<file path="src/rtl/riscv_pkg.sv">
// rtl/riscv_pkg.sv - RV32I branch funct3 encodings and BHT counter types
package riscv_pkg;

  localparam logic [2:0] F3_BEQ  = 3'b000;
  localparam logic [2:0] F3_BNE  = 3'b001;
  localparam logic [2:0] F3_BLT  = 3'b100;
  localparam logic [2:0] F3_BGE  = 3'b101;
  localparam logic [2:0] F3_BLTU = 3'b110;
  localparam logic [2:0] F3_BGEU = 3'b111;

  localparam int BHT_CNT_W = 2;
  typedef logic [BHT_CNT_W-1:0] bht_cnt_t;
  // Weakly-not-taken: MSB clear, all lower bits set.
  localparam bht_cnt_t BHT_CNT_RESET = {1'b0, {(BHT_CNT_W-1){1'b1}}};

endpackage

</file>
<file path="src/rtl/branch_compare.sv">
// rtl/branch_compare.sv - combinational RV32I branch condition evaluation from full operands
module branch_compare
  import riscv_pkg::*;
#(
  parameter int XLEN = 32
) (
  input  logic [2:0]      funct3_i,
  input  logic [XLEN-1:0] rs1_i,
  input  logic [XLEN-1:0] rs2_i,
  output logic            taken_o,
  output logic            illegal_o
);

  logic eq;
  logic lt;
  logic ltu;

  assign eq  = (rs1_i == rs2_i);
  assign lt  = ($signed(rs1_i) < $signed(rs2_i));
  assign ltu = (rs1_i < rs2_i);

  always_comb begin
    taken_o   = 1'b0;
    illegal_o = 1'b0;
    case (funct3_i)
      F3_BEQ:  taken_o = eq;
      F3_BNE:  taken_o = ~eq;
      F3_BLT:  taken_o = lt;
      F3_BGE:  taken_o = ~lt;
      F3_BLTU: taken_o = ltu;
      F3_BGEU: taken_o = ~ltu;
      default: illegal_o = 1'b1;
    endcase
  end

endmodule

</file>
<file path="src/rtl/branch_predict_unit.sv">
// rtl/branch_predict_unit.sv - BHT branch predictor with resolve/train port
// Optional performance counters enabled by defining BRANCH_STATS_EN.
module branch_predict_unit
  import riscv_pkg::*;
#(
  parameter int XLEN        = 32,
  parameter int BHT_ENTRIES = 64,
  parameter int CNT_W       = BHT_CNT_W,
  parameter int STAT_W      = 32
) (
  input  logic              clk_i,
  input  logic              rst_i,
  input  logic              pred_valid_i,
  input  logic [XLEN-1:0]   pred_pc_i,
  output logic              pred_valid_o,
  output logic              pred_taken_o,
  input  logic              res_valid_i,
  input  logic [XLEN-1:0]   res_pc_i,
  input  logic [2:0]        res_funct3_i,
  input  logic [XLEN-1:0]   res_rs1_i,
  input  logic [XLEN-1:0]   res_rs2_i,
  input  logic              res_pred_taken_i,
  output logic              branch_taken_o,
  output logic              mispredict_o,
  output logic              illegal_o,
  output logic [STAT_W-1:0] stat_branches_o,
  output logic [STAT_W-1:0] stat_mispred_o
);

  localparam int IDX_W = $clog2(BHT_ENTRIES);
  localparam logic [CNT_W-1:0] CNT_RESET = {1'b0, {(CNT_W-1){1'b1}}};
  localparam logic [CNT_W-1:0] CNT_MAX   = {CNT_W{1'b1}};

  logic [CNT_W-1:0] bht_q [BHT_ENTRIES];
  logic [CNT_W-1:0] cnt_d;
  logic [IDX_W-1:0] pred_idx;
  logic [IDX_W-1:0] res_idx;
  logic             cmp_taken;
  logic             cmp_illegal;
  logic             res_legal;
  logic             pred_valid_q;
  logic             pred_taken_q;

  // Word-aligned PCs: bits [1:0] and everything above the index are not used.
  logic unused_pc_bits;
  assign unused_pc_bits = ^{pred_pc_i[XLEN-1:IDX_W+2], pred_pc_i[1:0],
                            res_pc_i[XLEN-1:IDX_W+2], res_pc_i[1:0]};

  assign pred_idx = pred_pc_i[IDX_W+1:2];
  assign res_idx  = res_pc_i[IDX_W+1:2];

  branch_compare #(.XLEN(XLEN)) u_branch_compare (
    .funct3_i  (res_funct3_i),
    .rs1_i     (res_rs1_i),
    .rs2_i     (res_rs2_i),
    .taken_o   (cmp_taken),
    .illegal_o (cmp_illegal)
  );

  assign res_legal      = res_valid_i & ~cmp_illegal;
  assign branch_taken_o = res_legal & cmp_taken;
  assign mispredict_o   = res_legal & (cmp_taken != res_pred_taken_i);
  assign illegal_o      = res_valid_i & cmp_illegal;

  always_comb begin
    cnt_d = bht_q[res_idx];
    if (cmp_taken) begin
      if (bht_q[res_idx] != CNT_MAX) cnt_d = bht_q[res_idx] + 1'b1;
    end else begin
      if (bht_q[res_idx] != '0) cnt_d = bht_q[res_idx] - 1'b1;
    end
  end

  // Lookup samples bht_q before this edge's update lands: read-before-write.
  always_ff @(posedge clk_i) begin
    if (rst_i) begin
      for (int i = 0; i < BHT_ENTRIES; i++) bht_q[i] <= CNT_RESET;
      pred_valid_q <= 1'b0;
      pred_taken_q <= 1'b0;
    end else begin
      if (res_legal) bht_q[res_idx] <= cnt_d;
      pred_valid_q <= pred_valid_i;
      pred_taken_q <= pred_valid_i & bht_q[pred_idx][CNT_W-1];
    end
  end

  assign pred_valid_o = pred_valid_q;
  assign pred_taken_o = pred_taken_q;

`ifdef BRANCH_STATS_EN
  logic [STAT_W-1:0] stat_branches_q;
  logic [STAT_W-1:0] stat_mispred_q;

  always_ff @(posedge clk_i) begin
    if (rst_i) begin
      stat_branches_q <= '0;
      stat_mispred_q  <= '0;
    end else begin
      if (res_legal && (stat_branches_q != '1)) stat_branches_q <= stat_branches_q + 1'b1;
      if (mispredict_o && (stat_mispred_q != '1)) stat_mispred_q <= stat_mispred_q + 1'b1;
    end
  end

  assign stat_branches_o = stat_branches_q;
  assign stat_mispred_o  = stat_mispred_q;
`else
  assign stat_branches_o = '0;
  assign stat_mispred_o  = '0;
`endif

endmodule

</file>
<file path="config.mk">
export PLATFORM = sky130hd
export DESIGN_NAME = branch_predict_unit
export DESIGN_NICKNAME = d
export VERILOG_FILES = /design/src/rtl/riscv_pkg.sv /design/src/rtl/branch_compare.sv /design/src/rtl/branch_predict_unit.sv
export SDC_FILE = /design/constraint.sdc
export NUM_CORES = 1
export LEC_CHECK = 0
export CAP_MARGIN = 30
export CORE_MARGIN = 4
export CORE_UTILIZATION = 40
export CTS_CLUSTER_SIZE = 24
export DETAILED_ROUTE_END_ITERATION = 10
export GPL_TIMING_DRIVEN = 0
export PLACE_DENSITY = 0.66
export REMOVE_ABC_BUFFERS = 1
export SETUP_SLACK_MARGIN = 0.15
export SLEW_MARGIN = 0
export SYNTH_ARGS = -nofsm -noshare
export SYNTH_HDL_FRONTEND = slang
export SYNTH_HIERARCHICAL = 1
export SYNTH_SLANG_ARGS = --single-unit
</file>
<file path="constraint.sdc">
create_clock -name clk_i -period 5.7 [get_ports clk_i]
set_input_delay 1.14 -clock clk_i [delete_from_list [all_inputs] [get_ports clk_i]]
set_output_delay 1.14 -clock clk_i [all_outputs]
set_load 0.03 [all_outputs]
</file>
# == Word level (Yosys, flattened, before mapping) ==
# Memories as Yosys holds them, arrays and structs flattened.
# Index checks and enable logic that the tools add are counted.
# totals
regBits,2
ramBits,128
in_bits,136
out_inout_bits,69
word_cells,40
n_memories,1
# memory_table
memory,words,width,read_ports,rd_ports_with_merged_regs,write_ports,line,rtl
bht_q,64,2,2,0,64,branch_predict_unit.sv:34,logic [CNT_W-1:0] bht_q [BHT_ENTRIES];
# classes
add_sub_neg,2
n_lt_le_gt_ge,2
eq_ne,8
mux,13
n_bitwise,8
n_reduce_logical,4
# ops
operator,count
less-than comparator 32 bit,2
== test 32 bit,1
"== test 3 bit, second input constant",4
two-way mux 2 bit,4
two-way mux 1 bit,7
two-way mux 6 bit,1
case mux 1 bit (6 select lines),1
OR reduction 6 bit,1
AND 1 bit,5
"== test 3 x 1 -> 1 bit, second input constant",1
logical NOT 3 bit,1
inverter 1 bit,3
"adder 2 x 1 -> 2 bit, second input constant",1
"inequality test 2 bit, second input constant",1
nonzero test 2 bit,1
OR reduction 2 bit,1
"subtractor 2 x 1 -> 2 bit, second input constant",1
inequality test 1 bit,1

# == Logic depth before layout (Yosys ltp) ==
# Gate-level depths: netlist of the first run.
# logic_depth
ltp_word,8
mapped_depth,13
mapped_depth_nobuf,11

# == Modules after synthesis ==
# The synthesis of the first run kept the hierarchy.
# by_module_without_submodules
mod,instances,cells_each,area_per_inst_um2,seq_area_each_um2
branch_predict_unit,1,678,8012.7,3883.7
branch_compare,1,121,870.8,0.0

# == Worst setup path after synthesis of the first run ==
# OpenSTA, ideal clock, no wires.
# synth_path
path_kind,in2out
start,input res_rs2_i[23]
end,output mispredict_o
t_arrival_ns,3.286
required_ns,4.560
path_slack_ns,1.274
stages,10
cell_sequence,inv_1 > ha_1 > a21oi_2 > o21ai_1 > a221oi_2 > o22ai_1 > or4_1 > a31o_1 > xnor2_1 > nor2_1
# synth_between
elab_chain_cells,5
# synth_rtl
element,line,rtl
"start, declared",branch_predict_unit.sv:21,"input logic [XLEN-1:0] res_rs2_i,"
"less-than comparator 32 bit, or another cell as far along",branch_compare.sv:20,assign ltu = (rs1_i < rs2_i);
inverter 1 bit (on tied branches),"branch_compare.sv:31, branch_compare.sv:27, branch_compare.sv:29",
case mux 1 bit (6 select lines) *,branch_compare.sv:25,case (funct3_i)
named net cmp_taken,branch_predict_unit.sv:38,logic cmp_taken;
inequality test 1 bit *,branch_predict_unit.sv:62,assign mispredict_o = res_legal & (cmp_taken != res_pred_taken_i);
AND 1 bit *,branch_predict_unit.sv:62,
"end, declared",branch_predict_unit.sv:24,"output logic mispredict_o,"
# Mark *: on every way through the listed nets, which the timed path passes. The rest lies on a longest branch.

# == Final worst setup path of the first run ==
# layout_path
start,input res_rs2_i[11]
end,output mispredict_o
# The elaborated chain is that of the path after synthesis.

==> impl_metrics.tcl, run 1 <==
set metrics [dict create \
    worstPathArrival_ns 3.92 \
    ios 205 \
    syn_area_sq_um 8880 \
    min_to "pred_valid_o" \
    crit_required_ns 4.56 \
    hp-class "in -> reg" \
    yosysMostFrequentCell "edfxtp_1" \
    worst_pin_slew_ns 1.05 \
    drc 0 \
    area_delta_synth_final_pct 16.6 \
    min_period_over_period_pct 88.8 \
    drt-total-wl_um 23600 \
    synth_area_leaders "edfxtp_1 (43%), nand3_2 (6.8%), mux4_2 (6.6%), buf_4 (5.5%), ha_1 (4.5%)" \
    critical_path_class "in -> out" \
    power_frac_comb_pct 18.9 \
    nNetsFinal 1018 \
    grt_max_degree 59 \
    power.share.clock_pct 39.7 \
    routabilityCongestion 0.840 \
    yosys-top-cells-count "edfxtp_1 (128), buf_4 (65), nand3_2 (60), nand2_1 (53), nor2_1 (48)" \
    cp-end-kind "output pin" \
    async_flop_share_pct 0 \
    grt_pass1_wl_um 35900 \
    clk_path_buf_depth 2 \
    crit_fanout 2 \
    drv_cap 0 \
    wl_per_cell_um 20.6 \
    slew_violations 0 \
    die_area_sq_um 24700 \
    p_int_mw 1.85 \
    ant_nets 0 \
    cts_made_buffers 17 \
    fin_cells 1143 \
    worstReg2RegStart "bht_q[10][0]" \
    power_per_cell_area_nw_per_um2 253 \
    ctsHoldBuffers 0 \
    fin_hold_ws_ns 1.17 \
    antenna_cells 0 \
    dpl.hpwl_um 16600 \
    postCtsSetupBuffers 0 \
    start_util_pct 40.7 \
    hold_path_startpoint "rst_i" \
    die_x_um 157 \
    yosysWarnings 6 \
    vdd_drop_max_mv 0.195 \
    period_minus_slack_ns 5.06 \
    synth_area_per_cell_sq_um 11.1 \
    reg2reg_to "bht_q[62][1]" \
    post-route-worst-setup-slack_ns 0.639 \
    synth-edff-count 128 \
    die_h_um 157 \
    synth.distinct_cells 64 \
    rsz0062_at_grt "false" \
    netlist_instances 799 \
    vias_per_cell 5.60 \
    yosysTopAreaCell "edfxtp_1" \
    place_ws_ns 0.253 \
    setup_viol 0 \
    fmax_mhz 198 \
    cts_tree "yes" \
    p_sw_share_pct 29.3 \
    clock_latency_ns 0.43 \
    htree_levels 4 \
    grt_pass1_vias 6302 \
    synth_top_area_share_pct 43.3 \
    vias 6400 \
    drtIter0Drc 546 \
    grt-ovfl-total 0 \
    clkTransAtPathRegs_ns 0.06 \
    cts-root-buf "clkbuf_16" \
    multi_input_area_sq_um 4290 \
    slew_headroom_pct 29.7 \
    ctsResizeCount 0 \
    cp-start-kind "input pin" \
    placed_cells 1111 \
    cts.sinks 130 \
    nFillCells 1937 \
    regArea_sq_um 3880 \
    drtPass1Iterations 5 \
    status "finished clean" \
    place.port_buffers 88 \
    layout-drive-gt1-share_pct 19.2 \
    yosys_most_used_dff "edfxtp_1" \
    ys_seq_elements 130 \
    grtUsageTotal_pct 19.2 \
    antenna_found_initial 0 \
    finalHoldViolCount 0 \
    hold_depth 2 \
    ys_seq_area_share_pct 43.7 \
    leakage_nw 3.60 \
    core_sq_um 21800 \
    worst_r2r_path_depth 8 \
    switchingPower_uw 766 \
    r2r_slack_ns 2.55 \
    power_frac_seq_pct 41.4 \
    rows 54 \
    fin_skew_ns 0.00894 \
]
how the worst max path moves through the flow:
| stage | from | endpoint | slack [ns] | cells past startpoint |
|---|---|---|---|---|
| detailed placement | res_rs2_i[11] | mispredict_o | 0.25 | 12 |
| global placement | res_pc_i[4] | bht_q[0][1] | -2.70 | 8 |
| floorplan | res_pc_i[5] | bht_q[39][0] | 1.19 | 6 |
| CTS | res_rs2_i[11] | mispredict_o | 0.23 | 12 |
| finish | res_rs2_i[11] | mispredict_o | 0.64 | 12 |
| global route | res_rs2_i[11] | mispredict_o | 0.40 | 12 |
metal layers:
layer  GRT usage, %  up-vias  part of all wire, %
li1               -     2936                    -
met1           23.9     3140                   39
met2           33.2      275                   51
met3           4.21       49                  7.3
met4           6.31        0                  2.6
met5              0        -                    0
power groups by stage:
stage / Clock, mW / Combinational, mW / Sequential [mW]
2_1_floorplan: 0 / 0.284 / 1.10
3_3_place_gp: 0 / 0.464 / 1.10
3_5_place_dp: 0 / 0.492 / 1.10
4_1_cts: 1.04 / 0.493 / 1.08
5_1_grt: 1.09 / 0.532 / 1.09
6_report: 1.04 / 0.496 / 1.08
worst max-delay path: stages:
cell and delay, ns:
clkdlybuf4s50_1 0.45, inv_1 0.04, ha_1 0.28, a21oi_1 0.15
o21ai_0 0.13, a221oi_2 0.28, o22ai_1 0.16, or4_1 0.51
a31o_1 0.25, xnor2_1 0.13, nor2_1 0.08, dlymetal6s2s_1 0.32
flip-flops by register name (all words and copies together), names as in the netlist:
| signal | count |
|---|---|
| bht_q | 128 |
| pred_taken_o | 1 |
| pred_valid_o | 1 |
final cells by class:
type,count,share of cell area (%)
flip-flops and latches,130,37.5
well taps,280,3.38
clock inverters,15,1.32
repair buffers,104,11.0
multi-input cells,561,41.4
inverters,36,1.30
clock buffers,17,4.11
metrics by stage:
step	power (mW)	TNS (ns)	utilization (%)	area, sq um
2_1_floorplan	1.38	0	-	8270
3_3_place_gp	1.57	-438.70	43.5	9500
3_5_place_dp	1.59	0	44.9	9790
4_1_cts	2.62	0	47.4	10400
5_1_grt	2.70	0	47.5	10400
6_report	2.62	0	47.5	10400
logic make-up after synthesis:
group           Yosys count  share of synthesized area [%]
compound gates          105                           8.49
buf+inv                 171                           11.1
flops                   130                           43.7
simple gates            292                           20.2
mux                      63                           11.4
xor+xnor                  3                          0.296
other cells               1                         0.0422
fa+ha+maj                34                           4.75
layout by cell type (no fill, tap or decap), drive strengths merged, types with 29 or more instances in the layout:
cell type	n
edfxtp	128
clkdlybuf4s50	83
nand3	76
conb	64
nand2	54
nor2	48
inv	39
nand2b	34
ha	32
mux2i	29
mux4	29
Note: power is estimated with default switching activity, not from simulation.
==> run 2: changes to the inputs <==
--- a/config.mk
+++ b/config.mk
@@ -6,5 +6,5 @@
 export NUM_CORES = 1
 export LEC_CHECK = 0
-export CAP_MARGIN = 30
+export CAP_MARGIN = 10
 export CORE_MARGIN = 4
 export CORE_UTILIZATION = 40
==> constraint.sdc (replaced) <==
create_clock -name clk_i -period 5.7 [get_ports clk_i]
set_input_delay 1.71 -clock clk_i [delete_from_list [all_inputs] [get_ports clk_i]]
set_output_delay 1.71 -clock clk_i [all_outputs]
set_load 0.03 [all_outputs]
==> impl_metrics.tcl, run 2 (synthesis gave the netlist of run 1 again) <==
set metrics [dict create \
    final_util_pct 49.9 \
    ios 205 \
    antenna_found_initial 0 \
    drc 0 \
    vias_per_cell 5.67 \
    place_ws_ns -0.893 \
    clock_latency_ns 0.43 \
    rows 54 \
    ctsHoldBuffers 0 \
    fin_hold_ws_ns 1.21 \
    core_sq_um 21800 \
    fin_cells 1156 \
    nNetsFinal 1031 \
    period_minus_slack_ns 5.58 \
    rsz0062_at_grt "true" \
    cts_made_buffers 17 \
    drtIter0Drc 496 \
    setup_viol 0 \
    layout-drive-gt1-share_pct 32.4 \
    worstPathArrival_ns 3.87 \
    totalPowerFinal_mw 2.83 \
    clk_path_buf_depth 2 \
    hp-class "reg -> reg" \
    htree_levels 4 \
    area_delta_synth_final_pct 22.6 \
    place.port_buffers 88 \
    slew_headroom_pct 31.9 \
    postPlaceCellArea_sq_um 9730 \
    grt_pass1_wl_um 37100 \
    final_common_cell "edfxtp_1" \
    dpl.hpwl_um 16400 \
    grt_pass1_vias 6497 \
    largest_reg_flops 128 \
    top_register "bht_q" \
    status "finished clean" \
    stdcell_area_sq_um 10900 \
    cp-end-kind "output pin" \
    min_period_over_period_pct 97.9 \
    die_h_um 157 \
    antenna_cells 0 \
    cp-start-kind "input pin" \
    grtUsageTotal_pct 19.8 \
    critical_path_class "in -> out" \
    leakage_nw 3.76 \
    power_per_cell_area_nw_per_um2 260 \
    grt_max_degree 59 \
    tns_ns 0 \
    die_area_sq_um 24700 \
    fin_skew_ns 0.00871 \
    cts-root-buf "clkbuf_16" \
    vias 6550 \
    grt-ovfl-total 0 \
    finalHoldViolCount 0 \
    fmax_mhz 179 \
    placed_cells 1108 \
    drv_cap 0 \
    crit_required_ns 3.99 \
    vdd_drop_max_mv 0.172 \
    wl_per_cell_um 21.3 \
    start_util_pct 40.7 \
    cts_tree "yes" \
    die_x_um 157 \
    post-route-worst-setup-slack_ns 0.119 \
    routabilityCongestion 0.840 \
    drt-total-wl_um 24600 \
    slew_violations 0 \
    drtPass1Iterations 5 \
    worst_pin_slew_ns 1.02 \
    cts.sinks 130 \
    final_cell_mix "edfxtp_1 (128), conb_1 (64), nand3_2 (63), nand2_1 (51), nor2_1 (40)" \
    clkTransAtPathRegs_ns 0.06 \
    crit_fanout 3 \
    ant_nets 0 \
]
## run 2: final cells by class
type / count / area (sq um)
clock buffer: 17 / 425
clock inverter: 15 / 214
fill: 1861 / 10900
inverter: 36 / 150
multi-input combinational: 561 / 4770
sequential: 130 / 3880
tap: 280 / 350
timing repair buffer: 117 / 1100
## run 2: where the power goes
part	total, mW	switching, mW	internal (mW)
Combinational	0.553	0.347	0.206
Clock	1.19	0.422	0.770
Sequential	1.08	0.0123	1.07
Total	2.83	0.782	2.05
## run 2: metal layers
layer / wire length, um / track usage, % / up-vias
met1: 9290 / 24.5 / 3193
li1: - / - / 2970
met4: 748 / 7.74 / 0
met2: 12500 / 34.3 / 338
met3: 1980 / 3.68 / 49
met5: 0 / 0 / -
## run 2: final timing paths
check                     start           end  slack, ns  depth (start not counted)
setup / recovery  res_rs1_i[26]  mispredict_o       0.12                         11
hold / removal     bht_q[40][1]  pred_taken_o       1.21                          4
setup reg to reg   bht_q[10][0]  bht_q[62][1]       2.55                          8
hold reg to reg    bht_q[40][1]  pred_taken_o       1.21                          4
## run 2: what timing repair did
action / in CTS / in global routing
resized for setup: 185 / 78
buffers inserted: 13 / 1
pin swaps: 56 / 29
setup endpoints to repair: 80 / 78
## run 2: critical path: stages
cell and delay (ns):
buf_6 0.10, ha_4 0.23, nand4_1 0.15, buf_4 0.15, nor3_4 0.04, a221o_1 0.35, or4_1 0.50, a31o_1 0.22
xnor2_1 0.13, nor2_1 0.10, buf_4 0.18
==> run 3: changes to the inputs <==
Settings changed: SKIP_LAST_GASP set to 1, SLEW_MARGIN 0 to 15.
==> impl_metrics.tcl, run 3 (synthesis gave the netlist of run 1 again) <==
set metrics [dict create \
    drtIter0Drc 559 \
    core_sq_um 21800 \
    fin_skew_ns 0.00885 \
    stdcell_area_sq_um 11000 \
    cp_slowest_cell "or4_1" \
    setup_viol 0 \
    cts.sinks 130 \
    routabilityCongestion 0.840 \
    htree_levels 4 \
    p_sw_share_pct 25.9 \
    area_delta_synth_final_pct 23.5 \
    antenna_found_initial 0 \
    antenna_cells 0 \
    grtUsageTotal_pct 20.1 \
    dpl.hpwl_um 16600 \
    clkTransAtPathRegs_ns 0.06 \
    p_int_mw 2.18 \
    rsz0062_at_grt "true" \
    switchingPower_uw 761 \
    fin_hold_ws_ns 1.22 \
    drtPass1Iterations 5 \
    cp_slowest_stage_delay_ns 0.51 \
    clk_path_buf_depth 2 \
    start_util_pct 40.7 \
    wl_per_cell_um 21.6 \
    drc 0 \
    critical_path_class "in -> out" \
    nNetsFinal 1041 \
    clock_latency_ns 0.42 \
    die_area_sq_um 24700 \
    cp-start-kind "input pin" \
    slew_headroom_pct 31.6 \
    power_frac_seq_pct 36.8 \
    tns_ns 0 \
    power.share.clock_pct 44.0 \
    die_h_um 157 \
    ios 205 \
    grt_max_degree 65 \
    grt_pass1_vias 6620 \
    min_period_over_period_pct 99.0 \
    power_frac_comb_pct 19.2 \
    fmax_mhz 177 \
    cp-end-kind "output pin" \
    leakage_nw 3.82 \
    slew_violations 0 \
    grt_pass1_wl_um 37900 \
    worst_pin_slew_ns 1.01 \
    status "finished clean" \
    worstPathArrival_ns 3.93 \
    crit_fanout 3 \
    finalHoldViolCount 0 \
    die_x_um 157 \
    final_common_cell "edfxtp_1" \
    vdd_drop_max_mv 0.192 \
    vias_per_cell 5.69 \
    top_register "bht_q" \
    grt-ovfl-total 0 \
    drt-total-wl_um 25100 \
    cts_made_buffers 17 \
    period_minus_slack_ns 5.64 \
    largest_reg_flops 128 \
    crit_required_ns 3.99 \
    cts-root-buf "clkbuf_16" \
    totalPowerFinal_mw 2.94 \
    path_cells "buf_2 -> inv_2 -> ha_4 -> nand4_1 -> buf_4 -> nor3_4 -> a221o_1 -> or4_1 -> a31o_1 -> xnor2_1 -> nor2_1 -> buf_4" \
    place_ws_ns -0.914 \
    path_common_cell "buf_4" \
    ant_nets 0 \
    postPlaceCellArea_sq_um 9740 \
    ctsHoldBuffers 0 \
    place.port_buffers 88 \
    rows 54 \
    drv_cap 0 \
    cts_tree "yes" \
    vias 6624 \
    nFillCells 1884 \
    hp-class "reg -> reg" \
    layout-drive-gt1-share_pct 33.4 \
    power_per_cell_area_nw_per_um2 268 \
    post-route-worst-setup-slack_ns 0.0574 \
    final_cell_mix "edfxtp_1 (128), conb_1 (64), nand3_2 (61), nand2_1 (51), nor2_1 (37)" \
]
## run 3: per-stage QoR
step,cells,util (%)
global route,1165,50.3
finish,1165,50.3
global placement,1095,43.5
detailed placement,1109,44.7
floorplan,727,-
CTS,1160,49.7
## run 3: power by group through the flow
| stage | Sequential (mW) | Clock [mW] | Combinational (mW) |
|---|---|---|---|
| after global placement | 1.10 | 0 | 0.464 |
| final | 1.08 | 1.30 | 0.564 |
| after global routing | 1.09 | 1.35 | 0.598 |
| after CTS | 1.08 | 1.30 | 0.527 |
| after floorplan | 1.10 | 0 | 0.284 |
| after detailed placement | 1.10 | 0 | 0.484 |
## run 3: repair_timing
action	in CTS	in global routing
setup buffers	20	4
endpoints found under the setup margin	107	8
pin swaps	56	21
resized for setup	202	59
gates cloned	0	1
## run 3: worst max-delay path, delay by kind of cell
family                   cells  cell delay (ns)
AND/OR/NAND/NOR              4             0.83
AO/OA/AOI/OAI                2             0.55
buffers and inverters        4             0.51
adder cells (fa/ha/maj)      1             0.19
XOR/XNOR                     1             0.13
## run 3: area by class of cell
type	count	area (sq um)	share of cell area (%)
well taps	280	350	3.19
clock buffers	20	437	3.98
multi-input cells	562	4760	43.4
repair buffers	126	1130	10.3
flip-flops and latches	130	3880	35.4
inverters	36	143	1.30
clock inverters	11	258	2.35
## run 3: final timing paths
check                 from           end  slack [ns]  cells past startpoint
max          res_rs2_i[24]  mispredict_o        0.06                     12
min           bht_q[46][1]  pred_taken_o        1.22                      4
max reg2reg   bht_q[10][0]  bht_q[38][1]        2.19                      7
min reg2reg   bht_q[46][1]  pred_taken_o        1.22                      4
## run 3: metal layers
layer | up-vias | wire length [um] | track usage [%]
met3 | 49 | 2080 | 4.48
met2 | 319 | 12900 | 35.4
met5 | - | 0 | 0
li1 | 2981 | - | -
met4 | 0 | 656 | 6.15
met1 | 3275 | 9490 | 24.7
